--- src/rtl/instruction_fetch_pkg.sv ---
// rtl/instruction_fetch_pkg.sv - shared widths, reset vector and FIFO entry type for instruction fetch
package instruction_fetch_pkg;

  localparam int WORD_W     = 16;
  localparam int ROM_AW     = 15;
  localparam int FIFO_DEPTH = 2;

  localparam logic [WORD_W-1:0] RESET_VECTOR = 16'h0000;

  // One buffered instruction: where it came from and what it is.
  typedef struct packed {
    logic [WORD_W-1:0] addr;
    logic [WORD_W-1:0] word;
  } fetch_entry_t;

  // Fetch pointer advance; wraps naturally from 0xFFFF to 0x0000.
  function automatic logic [WORD_W-1:0] ptr_next(input logic [WORD_W-1:0] p);
    return p + WORD_W'(1);
  endfunction

endpackage

--- src/rtl/instruction_fetch_if.sv ---
// rtl/instruction_fetch_if.sv - ROM request/response and decoder handshake bundle
interface instruction_fetch_if
  import instruction_fetch_pkg::*;
();

  logic              redirect;
  logic [WORD_W-1:0] redirect_addr;
  logic              rom_en;
  logic [ROM_AW-1:0] rom_addr;
  logic [WORD_W-1:0] rom_data;
  logic [WORD_W-1:0] instr;
  logic [WORD_W-1:0] instr_addr;
  logic              instr_valid;
  logic              instr_ready;

  // Fetch unit side.
  modport master (
    input  redirect, redirect_addr, rom_data, instr_ready,
    output rom_en, rom_addr, instr, instr_addr, instr_valid
  );

  // ROM / decoder / branch-unit side.
  modport slave (
    output redirect, redirect_addr, rom_data, instr_ready,
    input  rom_en, rom_addr, instr, instr_addr, instr_valid
  );

endinterface

--- src/rtl/instruction_fetch_fetch_fifo.sv ---
// rtl/instruction_fetch_fetch_fifo.sv - small prefetch FIFO of {addr, word} entries with flush
module fetch_fifo
  import instruction_fetch_pkg::*;
#(
  parameter int DEPTH = FIFO_DEPTH,
  parameter int CNT_W = $clog2(DEPTH + 1)
) (
  input  logic             clk_i,
  input  logic             rst_i,
  input  logic             flush_i,
  input  logic             push_i,
  input  fetch_entry_t     push_data_i,
  input  logic             pop_i,
  output fetch_entry_t     head_o,
  output logic             valid_o,
  output logic [CNT_W-1:0] count_o
);

  localparam int PTR_W = (DEPTH > 1) ? $clog2(DEPTH) : 1;

  fetch_entry_t     mem_q [DEPTH];
  fetch_entry_t     last_q;
  logic [PTR_W-1:0] rd_q;
  logic [PTR_W-1:0] wr_q;
  logic [CNT_W-1:0] count_q;
  logic             do_pop;
  logic             full;

  function automatic logic [PTR_W-1:0] ptr_inc(input logic [PTR_W-1:0] p);
    return (p == PTR_W'(DEPTH - 1)) ? '0 : p + PTR_W'(1);
  endfunction

  assign valid_o = (count_q != '0);
  assign full    = (count_q == CNT_W'(DEPTH));
  assign do_pop  = pop_i & valid_o;
  assign count_o = count_q;

  // When empty, keep showing the last consumed entry so the head does not
  // jump to stale storage.
  assign head_o = valid_o ? mem_q[rd_q] : last_q;

  // Storage, pointers and occupancy; flush empties but still honours a pop.
  always_ff @(posedge clk_i) begin
    if (rst_i) begin
      rd_q    <= '0;
      wr_q    <= '0;
      count_q <= '0;
      last_q  <= '0;
      for (int i = 0; i < DEPTH; i++) begin
        mem_q[i] <= '0;
      end
    end else begin
      if (do_pop) begin
        last_q <= mem_q[rd_q];
      end
      if (flush_i) begin
        rd_q    <= '0;
        wr_q    <= '0;
        count_q <= '0;
      end else begin
        if (push_i) begin
          mem_q[wr_q] <= push_data_i;
          wr_q        <= ptr_inc(wr_q);
        end
        if (do_pop) begin
          rd_q <= ptr_inc(rd_q);
        end
        count_q <= count_q + CNT_W'(push_i) - CNT_W'(do_pop);
      end
    end
  end

  // Issue throttling upstream guarantees a push never lands on a full FIFO.
  a_no_overflow : assert property (@(posedge clk_i) disable iff (rst_i)
    !(push_i && full && !do_pop && !flush_i));

endmodule

--- src/rtl/instruction_fetch.sv ---
// rtl/instruction_fetch.sv - fetch pointer, ROM request issue, redirect handling and prefetch buffer
module instruction_fetch
  import instruction_fetch_pkg::*;
#(
  parameter int DATA_W = instruction_fetch_pkg::WORD_W,
  parameter int ROM_AW = instruction_fetch_pkg::ROM_AW,
  parameter int DEPTH  = instruction_fetch_pkg::FIFO_DEPTH
) (
  input  logic                clk,
  input  logic                reset,
  instruction_fetch_if.master bus
);

  localparam int CNT_W = $clog2(DEPTH + 1);
  localparam int SUM_W = CNT_W + 1;

  logic [DATA_W-1:0] fetch_ptr_q, fetch_ptr_d;
  logic [DATA_W-1:0] tag_q, tag_d;
  logic              inflight_q, inflight_d;

  fetch_entry_t      head;
  fetch_entry_t      push_data;
  logic              fifo_valid;
  logic [CNT_W-1:0]  fifo_count;
  logic              pop;
  logic              push;
  logic              issue;
  logic [SUM_W-1:0]  demand;
  logic [SUM_W-1:0]  limit;

  // Decoder-facing outputs are forced quiet while reset is held.
  assign bus.instr_valid = fifo_valid & ~reset;
  assign bus.instr       = reset ? '0 : head.word;
  assign bus.instr_addr  = reset ? '0 : head.addr;
  assign pop             = bus.instr_valid & bus.instr_ready;

  // Buffered plus in-flight words may not exceed DEPTH after this cycle's pop;
  // pop is added to the limit rather than subtracted from demand to avoid underflow.
  assign demand = SUM_W'(fifo_count) + SUM_W'(inflight_q);
  assign limit  = SUM_W'(DEPTH) + SUM_W'(pop);
  assign issue  = ~reset & ~bus.redirect & (demand < limit);

  assign bus.rom_en   = issue;
  assign bus.rom_addr = fetch_ptr_q[ROM_AW-1:0];

  // A response arriving during a redirect belongs to the abandoned path.
  assign push      = inflight_q & ~bus.redirect;
  assign push_data = '{addr: tag_q, word: bus.rom_data};

  // Next fetch pointer, in-flight flag and tag; redirect wins over issue.
  always_comb begin
    fetch_ptr_d = fetch_ptr_q;
    tag_d       = tag_q;
    inflight_d  = inflight_q;
    if (bus.redirect) begin
      fetch_ptr_d = bus.redirect_addr;
      inflight_d  = 1'b0;
    end else begin
      inflight_d = issue;
      if (issue) begin
        fetch_ptr_d = ptr_next(fetch_ptr_q);
        tag_d       = fetch_ptr_q;
      end
    end
  end

  // Fetch-side state registers.
  always_ff @(posedge clk) begin
    if (reset) begin
      fetch_ptr_q <= RESET_VECTOR;
      tag_q       <= '0;
      inflight_q  <= 1'b0;
    end else begin
      fetch_ptr_q <= fetch_ptr_d;
      tag_q       <= tag_d;
      inflight_q  <= inflight_d;
    end
  end

  fetch_fifo #(
    .DEPTH (DEPTH),
    .CNT_W (CNT_W)
  ) u_fifo (
    .clk_i       (clk),
    .rst_i       (reset),
    .flush_i     (bus.redirect),
    .push_i      (push),
    .push_data_i (push_data),
    .pop_i       (pop),
    .head_o      (head),
    .valid_o     (fifo_valid),
    .count_o     (fifo_count)
  );

endmodule

--- src/flat_wrapper.sv ---
// flat-port wrapper written by rule: the top's interface ports become plain ports
module instruction_fetch_flat import instruction_fetch_pkg::*;
#(
  parameter int DATA_W = instruction_fetch_pkg::WORD_W,
  parameter int ROM_AW = instruction_fetch_pkg::ROM_AW,
  parameter int DEPTH  = instruction_fetch_pkg::FIFO_DEPTH
)
  (clk, reset, bus_redirect, bus_redirect_addr, bus_rom_data, bus_instr_ready, bus_rom_en, bus_rom_addr, bus_instr, bus_instr_addr, bus_instr_valid);
  instruction_fetch_if bus_i ();
  input  logic clk;
  input  logic reset;
  input wire logic [$bits(bus_i.redirect)-1:0] bus_redirect;
  input wire logic [$bits(bus_i.redirect_addr)-1:0] bus_redirect_addr;
  input wire logic [$bits(bus_i.rom_data)-1:0] bus_rom_data;
  input wire logic [$bits(bus_i.instr_ready)-1:0] bus_instr_ready;
  output wire logic [$bits(bus_i.rom_en)-1:0] bus_rom_en;
  output wire logic [$bits(bus_i.rom_addr)-1:0] bus_rom_addr;
  output wire logic [$bits(bus_i.instr)-1:0] bus_instr;
  output wire logic [$bits(bus_i.instr_addr)-1:0] bus_instr_addr;
  output wire logic [$bits(bus_i.instr_valid)-1:0] bus_instr_valid;
  assign bus_i.redirect = bus_redirect;
  assign bus_i.redirect_addr = bus_redirect_addr;
  assign bus_i.rom_data = bus_rom_data;
  assign bus_i.instr_ready = bus_instr_ready;
  assign bus_rom_en = bus_i.rom_en;
  assign bus_rom_addr = bus_i.rom_addr;
  assign bus_instr = bus_i.instr;
  assign bus_instr_addr = bus_i.instr_addr;
  assign bus_instr_valid = bus_i.instr_valid;
  instruction_fetch #(.DATA_W(DATA_W), .ROM_AW(ROM_AW), .DEPTH(DEPTH)) u_core (.clk(clk), .reset(reset), .bus(bus_i));
endmodule
--- config.mk ---
export PLATFORM = sky130hd
export DESIGN_NAME = instruction_fetch_flat
export DESIGN_NICKNAME = d
export VERILOG_FILES = /design/src/rtl/instruction_fetch_pkg.sv /design/src/rtl/instruction_fetch_if.sv /design/src/rtl/instruction_fetch_fetch_fifo.sv /design/src/rtl/instruction_fetch.sv /design/src/flat_wrapper.sv
export SDC_FILE = /design/constraint.sdc
export NUM_CORES = 1
export LEC_CHECK = 0
export ABC_AREA = 0
export CORE_MARGIN = 10
export CORE_UTILIZATION = 45
export DETAILED_ROUTE_END_ITERATION = 12
export PLACE_DENSITY = 0.68
export SYNTH_ARGS = -nofsm -noshare
export SYNTH_HDL_FRONTEND = slang
export SYNTH_SLANG_ARGS = --single-unit
export TNS_END_PERCENT = 5
--- constraint.sdc ---
create_clock -name clk -period 3.9 [get_ports clk]
set_clock_uncertainty 0.1 [all_clocks]
set_input_delay 0.975 -clock clk [delete_from_list [all_inputs] [get_ports clk]]
set_output_delay 0.975 -clock clk [all_outputs]
set_load 0.005 [all_outputs]
; Word level (Yosys, flattened, before mapping)
; Memory sizes are Yosys's and may differ from the RTL's. A register that Yosys moved wholly into a read port is not among the register bits.
; Cells that the tools add are included.
[word_totals]
register_bits = 69
latchBits = 0
ram_bits = 64
mem_bits_ro = 0
in_bits = 36
out_inout_bits = 49
wordCells = 48
n_memories = 1
[op_classes]
n_addsub = 7
n_mul = 0
div = 0
n_lt_le_gt_ge = 1
eq_ne = 0
n_shift = 0
n_mux = 18
bitwise = 8
reduce_logical = 5
[memory_table]
columns = name, depth, word_bits, rd, rd_ports_with_merged_regs, wr, line
row1 = u_core.u_fifo.mem_q, 2, 32, 1, 1, 2, instruction_fetch_fetch_fifo.sv:21  ; fetch_entry_t mem_q [DEPTH];
[op_table]
columns = cell, count
row1 = 16-bit 2-to-1 mux, 4
row2 = 32-bit 2-to-1 mux, 2
row3 = 32-bit OR reduction, 1
row4 = "16-bit by 1-bit adder with 16-bit output, second input constant", 1
row5 = 1-bit 2-to-1 mux, 12
row6 = 1-bit bitwise AND, 6
row7 = 2-bit nonzero test, 2
row8 = 2-bit by 1-bit adder with 3-bit output, 1
row9 = "2-bit by 1-bit adder with 3-bit output, first input constant", 1
row10 = 3-bit < comparator, 1
row11 = "1-bit adder, second input constant", 2
row12 = 2-bit by 1-bit adder with 2-bit output, 1
row13 = 1-bit inverter, 2
row14 = 2-bit AND reduction, 1
row15 = 2-bit OR reduction, 1
row16 = 2-bit by 1-bit subtractor with 2-bit output, 1

; Logic depth before layout (Yosys ltp)
; Gate-level depths: netlist (run 1).
[logic_depth]
word_depth = 8
ltp_mapped = 11
mapped_depth_nobuf = 9

; Hierarchy
; Synthesis (run 1) repeated with hierarchy kept, for this count alone.
[hier_totals]
hier_cells = 599
hier_area_um2 = 6323.6
[by_module_without_submodules]
columns = mod, instances, cells_each, area_each_um2, seq_area_each_um2
row1 = fetch_fifo, 1, 373, 4393.0, 2662.6
row2 = instruction_fetch, 1, 226, 1930.6, 660.6

; Least setup slack after synthesis (run 1)
; Ideal clock, no wire load.
[synth_path]
path_type = input-to-reg
from = input bus_redirect
to = memory u_core.u_fifo.mem_q[0][0] in the netlist's numbering, enable pin
setup_ps = 428
arrival_time_ps = 2728
t_required_ps = 3372
setup_slack_ps = 644
path_stages = 3
path_buffers = 0
path_cell_list = inv_1 -> nand2_1 -> o21bai_1
[synth_rtl]
columns = element, line
row1 = "start, declared", flat_wrapper.sv:12  ; input wire logic [$bits(bus_i.redirect)-1:0] bus_redirect;
row2 = "end, declared", instruction_fetch_fetch_fifo.sv:21

; Worst setup path after layout (run 1)
[layout_path]
from = register u_core.u_fifo.count_q[1], in the netlist u_core.u_fifo.count_o[1]
to = output bus_instr_addr[14]
[layout_between]
elab_chain_cells = 3
[layout_rtl]
columns = element, line
row1 = "start, declared", instruction_fetch_fetch_fifo.sv:25  ; logic [CNT_W-1:0] count_q;
row2 = "start signal, assigned", instruction_fetch_fetch_fifo.sv:68  ; count_q <= count_q + CNT_W'(push_i) - CNT_W'(do_pop);
row3 = 2-bit nonzero test, instruction_fetch_fetch_fifo.sv:33  ; assign valid_o = (count_q != '0);
row4 = 32-bit 2-to-1 mux, instruction_fetch_fetch_fifo.sv:40  ; assign head_o = valid_o ? mem_q[rd_q] : last_q;
row5 = 16-bit 2-to-1 mux, instruction_fetch.sv:34  ; assign bus.instr_addr = reset ? '0 : head.addr;
row6 = "end, declared", flat_wrapper.sv:19  ; output wire logic [$bits(bus_i.instr_addr)-1:0] bus_instr_addr;
; No other way between the ends.

==> reports/results.tsv, run 1 <==
metric	value	unit
status	complete, no violations	
CP Launch Point	u_core.u_fifo.count_o[1]	
worst-margin pin slew	1100	ps
Mapped Nets	631	
first drt pass iteration count	4	
via count	4551	
CTS tree	yes	
DRC Markers	0	
post-layout minimum cycle time	3660	ps
kind of critical path	flop to output port	
end of the worst register-to-register path	u_core.fetch_ptr_q[12]	
Gate Count Post-Synth	590	
Final GP Congestion	0.838	
CP startpoint kind	flop	
vias in the first global route	4451	
main combinational cell family by area after synthesis	simple AND/OR/NAND/NOR gates	
Routed Antenna Nets	0	
Max Cap Viol	0	
Post-Synth Simple-Gate Area	19.2	%
Reg2Reg Setup Slack	1470	ps
register area share after synthesis	54.0	%
Synthesis Warnings	0	
clock net sink count	134	
Crit Path Max Fanout	37	
final setup margin	240	ps
post-synthesis register bit count	134	
mux cell area share after synthesis	5.21	%
dpl ws	435	ps
final hold vios	0	
Yosys cell types	44	
Via density	5.47	
HP Start	u_core.tag_q[7]	
grt met1 use	19.1	%
IO Count	85	
Routed Wire Length	14.1	mm
HP Class	flop to flop	
GR peak layer	met2	
share of Yosys cell area claimed by the top area cell type	31.3	%
most frequent cells in the layout	clkdlybuf4s50_1 (83), dfxtp_1 (69), and2_1 (65)	
crit path capture type	output port	
HPWL Detailed	9.01	mm
Hold Path Stages	2	
Placed Cells	800	
# setup viols final	0	
Die Y-Extent	137	um
Die ar.	0.0187	mm2
Arr. time, crit path	2590	ps
final-stage net count	684	
grt met2 use	24.3	%
H-tree Lvls	4	
n_diodes	0	
clock buffer depth	2	
Max Slew Vio Count	0	
Async SR Flop Fraction	0	%
CTS resizes	0	
Worst path slowest cell	or2_2	
fmax	273	MHz
FP Rows	42	
xor and xnor area share after synthesis	0.855	%
largest cells by area after synthesis	edfxtp_1 (31%), dfxtp_1 (23%), and2_1 (6.6%)	
CP max stage delay	630	ps
Slew HR	26.4	%
Worst VDD drop	323	uV
Starting Density	46.2	%
CTS clk-pin slew, worst paths	50	ps
Post-CTS Setup Inserts	0	
# fillers	1153	
Mean Syn Cell Area	10.4	um2
CTS root buf	clkbuf_16	
ratio of cells with drive above 1 in the final layout	7.77	%
Area Growth Syn to Fin	23.6	%
unrepaired setup endpoints after global routing	no	
post-synthesis adder-cell area fraction	1.02	%
GRT Util Overall	15.3	%
Synth Area in Compound Gates	14.1	%
Top FF cell, synth	dfxtp_1	
largest net degree at the start of global routing	67	
hold_buf cts	0	
hold endpoint	u_core.tag_q[7]	
WL/cell	16.9	um
critical path data required time	2820	ps
antenna violations before repair	0	
Post-Syn Area	0.00615	mm2
Num CTS Buffers	17	
Leak	2.55	nW
final worst-path cycle share	93.9	%
Port Buffers	84	
Worst R2R Path Depth	6	
Power Density	429	mW/mm2
core area	0.0133	mm2
area leader, netlist	edfxtp_1	
clk_lat worst skew	410	ps
CP Cell Sequence	or2_2, buf_12, nor2_1, a211oi_1, clkdlybuf4s50_1	
grt ovf	0	
R2R Path Start	u_core.u_fifo.count_o[0]	
non-filler cells, final	832	
commonest non-fill, non-tap cell in the layout	clkdlybuf4s50_1	
Setup TNS	0	ps
met3 Track Usage GR	4.66	%
first-pass GRT wire length	22.8	mm
die outline width	137	um
number of synthesized flops with an enable pin	64	
DRT iter0 DRCs	263	
[state kept, by name, summed over array words and instances (netlist names), named ones only]
name,cells
u_core.fetch_ptr_q,16
u_core.inflight_q,1
u_core.tag_q,16
u_core.u_fifo.count_o,2
u_core.u_fifo.last_q,32
u_core.u_fifo.mem_q,64
u_core.u_fifo.rd_q,1
u_core.u_fifo.wr_q,1
[per-layer routing]
layer  vias up  share of wire (%)
met1      2167                 45
met2       124                 48
li1       2241                  -
met4         0                1.5
met5         -                  0
met3        19                5.8
[synthesized netlist by cell type, types with 15 or more instances]
| cell type | number |
|---|---|
| nand3_1 | 23 |
| buf_4 | 15 |
| edfxtp_1 | 64 |
| nand3b_1 | 33 |
| dfxtp_1 | 70 |
| nor2_1 | 50 |
| a211oi_1 | 33 |
| a21oi_1 | 17 |
| clkbuf_1 | 38 |
| and2_1 | 65 |
| mux2i_1 | 32 |
| o21ai_0 | 55 |
[worst max-delay path by stage]
| stage | endpoint | slack [ps] | cells after the start |
|---|---|---|---|
| after detailed placement | bus_instr_addr[15] | 430 | 4 |
| final | bus_instr_addr[14] | 240 | 5 |
| after CTS | bus_instr_addr[14] | 190 | 5 |
| after global routing | bus_instr[5] | 50 | 5 |
| after global placement | bus_instr_addr[15] | 460 | 4 |
| after floorplan | u_core.u_fifo.mem_q[0][0] | 640 | 3 |
[cells by family after synthesis]
| kind of cell | count (synthesis) |
|---|---|
| simple gates | 207 |
| compound gates | 136 |
| flops | 134 |
| buf+inv | 70 |
| mux | 32 |
| xor+xnor | 6 |
| fa+ha+maj | 5 |
[metrics by stage]
stage | hold slack (ps) | cell area, um2 | power, mW | utilization, %
3_5_place_dp | 375 | 7050 | 1.81 | 53.0
2_1_floorplan | 349 | 6150 | 1.70 | -
3_3_place_gp | 369 | 7050 | 1.81 | 53.0
4_1_cts | 382 | 7600 | 3.28 | 57.2
5_1_grt | 409 | 7600 | 3.37 | 57.2
6_report | 381 | 7600 | 3.26 | 57.2
[worst max-delay path, delay by kind of cell, from the launching register on]
kind | cells | cell delay (ps)
compound gates | 1 | 270
buf+inv | 2 | 810
flops | 1 | 400
simple gates | 2 | 680
[power by group]
part           switching, mW  internal, mW
clock network          0.540         0.938
registers             0.0366          1.52
logic                  0.113         0.112
total                  0.689          2.57
[layout make-up]
| type | count | area [um2] | share of cell area, % |
|---|---|---|---|
| multi-input cells | 386 | 2510 | 33.0 |
| flip-flops and latches | 134 | 3320 | 43.7 |
| repair buffers | 97 | 971 | 12.8 |
| clock buffers | 27 | 503 | 6.62 |
| clock inverters | 5 | 47.5 | 0.626 |
| well taps | 176 | 220 | 2.90 |
| inverters | 7 | 26.3 | 0.346 |
Note: power is estimated with default switching activity, not from simulation.
==> run 2, diff against run 1 <==
--- a/config.mk
+++ b/config.mk
@@ -6,7 +6,6 @@
 export NUM_CORES = 1
 export LEC_CHECK = 0
 export ABC_AREA = 0
-export CORE_MARGIN = 10
 export CORE_UTILIZATION = 45
 export DETAILED_ROUTE_END_ITERATION = 12
 export PLACE_DENSITY = 0.68
==> run 2 against run 1 <==
Fmax is 2.6% higher; via count fell by 0.92%; die area down 25%; worst setup slack better by 94 ps; total power shrank 3.2%; wire length is 9.0% lower; global-route usage grew 3.6 points; design area down 0.49%; final cell count fell by 0.12%; clock-buffer cell count decreased by 2; critical path depth unchanged; first-iteration DRC count grew 29%.
==> reports/results.tsv, run 2 (same netlist as run 1, synthesis figures left out) <==
metric	value	unit
Buffers & Inverters on Critical Path	2	
Final GP Congestion	0.824	
n_diodes	0	
non-filler cells, final	831	
Crit Path Max Fanout	48	
clock buffer depth	2	
crit path capture type	output port	
hold_buf cts	0	
final-stage net count	684	
crit-path leading delay family	buffers and inverters	
die outline width	119	um
switch share	21.3	%
met2 WL	6.21	mm
FP Rows	42	
Leak	2.54	nW
Arr. time, crit path	2490	ps
HP Class	flop to flop	
Pint	2.48	mW
HPWL Detailed	8.00	mm
top layer in use	met4	
Placed Cells	800	
DRC Markers	0	
core area	0.0133	mm2
fmax	280	MHz
CP startpoint kind	flop	
Worst VDD drop	177	uV
Setup TNS	0	ps
biggest regs	u_core.u_fifo.mem_q x64, u_core.u_fifo.last_q x32	
via count	4509	
H-tree Lvls	4	
Num CTS Buffers	17	
Power Density	417	mW/mm2
Routed Antenna Nets	0	
Reg2Reg Setup Slack	1440	ps
Routed Wire Length	12.8	mm
CTS root buf	clkbuf_16	
Biggest register	u_core.u_fifo.mem_q	
final hold vios	0	
met3 WL post-DR	515	um
Via density	5.43	
Port Buffers	84	
Seq pwr share	49.4	%
CP max stage delay	580	ps
# setup viols final	0	
Starting Density	46.2	%
GRT Util Overall	19.0	%
first-pass GRT wire length	21.0	mm
largest net degree at the start of global routing	86	
Max Cap Viol	0	
commonest non-fill, non-tap cell in the layout	clkdlybuf4s50_1	
Post-CTS Setup Inserts	0	
Clk network pwr share	43.5	%
unrepaired setup endpoints after global routing	no	
Total Power	3.15	mW
clk_lat worst skew	410	ps
M1 WL	5.94	mm
P_sw	671	uW
Die Y-Extent	119	um
CTS resizes	0	
first drt pass iteration count	4	
critical path data required time	2820	ps
ratio of cells with drive above 1 in the final layout	7.79	%
dpl cell area	0.00705	mm2
vias in the first global route	4288	
CP Cell Sequence	or2_2, buf_12, nor2_1, a211oi_1, clkdlybuf4s50_1	
Area Growth Syn to Fin	23.0	%
final worst-path cycle share	91.4	%
IO Count	85	
kind of critical path	flop to output port	
post-layout minimum cycle time	3570	ps
final instance area	0.00756	mm2
antenna violations before repair	0	
CTS clk-pin slew, worst paths	50	ps
Max Slew Vio Count	0	
Slew HR	22.8	%
max FFs per register	64	
most frequent cells in the layout	clkdlybuf4s50_1 (83), dfxtp_1 (69), and2_1 (65)	
# fillers	1128	
status	complete, no violations	
Die ar.	0.0141	mm2
WL/cell	15.4	um
worst-margin pin slew	1150	ps
Comb pwr share	7.1	%
Worst path slowest cell	clkdlybuf4s50_1	
DRT iter0 DRCs	340	
grt ovf	0	
CTS tree	yes	
clock net sink count	134	
==> run 2: changes by cell type in the layout (fill, tap and decap cells not counted) <==
cell	delta
bufinv_16	-1
clkbuf_1	-1
clkbuf_8	-1
clkinv_2	+2
==> run 2: power by group through the flow <==
stage | clock [mW] | sequential [mW] | combinational, mW
global route | 1.46 | 1.56 | 0.247
floorplan | 0 | 1.57 | 0.129
global placement | 0 | 1.58 | 0.222
CTS | 1.40 | 1.56 | 0.228
detailed placement | 0 | 1.58 | 0.226
finish | 1.37 | 1.56 | 0.225
==> run 2: worst paths after layout <==
check                                         startpoint                endpoint  cells past startpoint
worst max-delay path            u_core.u_fifo.count_o[1]      bus_instr_addr[15]                      5
worst min-delay path                     u_core.tag_q[8]         u_core.tag_q[8]                      2
worst max register to register  u_core.u_fifo.count_o[0]  u_core.fetch_ptr_q[12]                      6
worst min register to register           u_core.tag_q[8]         u_core.tag_q[8]                      2
==> run 2: worst min-delay path, delay by kind of cell, from the launching register on <==
family,cells,cell delay (ps)
flip-flops,1,310
AO/OA/AOI/OAI,2,130
==> run 2: through the flow <==
stage | worst slack [ps] | hold WS (ps) | utilization [%]
2_1_floorplan | 644 | 349 | -
3_3_place_gp | 501 | 369 | 53.0
3_5_place_dp | 485 | 374 | 53.0
4_1_cts | 310 | 388 | 56.9
5_1_grt | 231 | 406 | 56.9
6_report | 334 | 386 | 56.9
==> run 2: layout make-up <==
class,count,area (um2),share of cell area (%)
flip-flops and latches,134,3320,44.0
multi-input cells,386,2510,33.2
inverters,7,26.3,0.347
clock buffers,25,485,6.42
clock inverters,6,27.5,0.364
repair buffers,97,971,12.8
well taps,176,220,2.91
==> run 2: layer usage <==
metal | vias to the layer above | track usage, %
met5 | - | 0
met4 | 0 | 7.28
met3 | 11 | 4.65
met2 | 105 | 30.5
met1 | 2150 | 24.7
li1 | 2243 | -
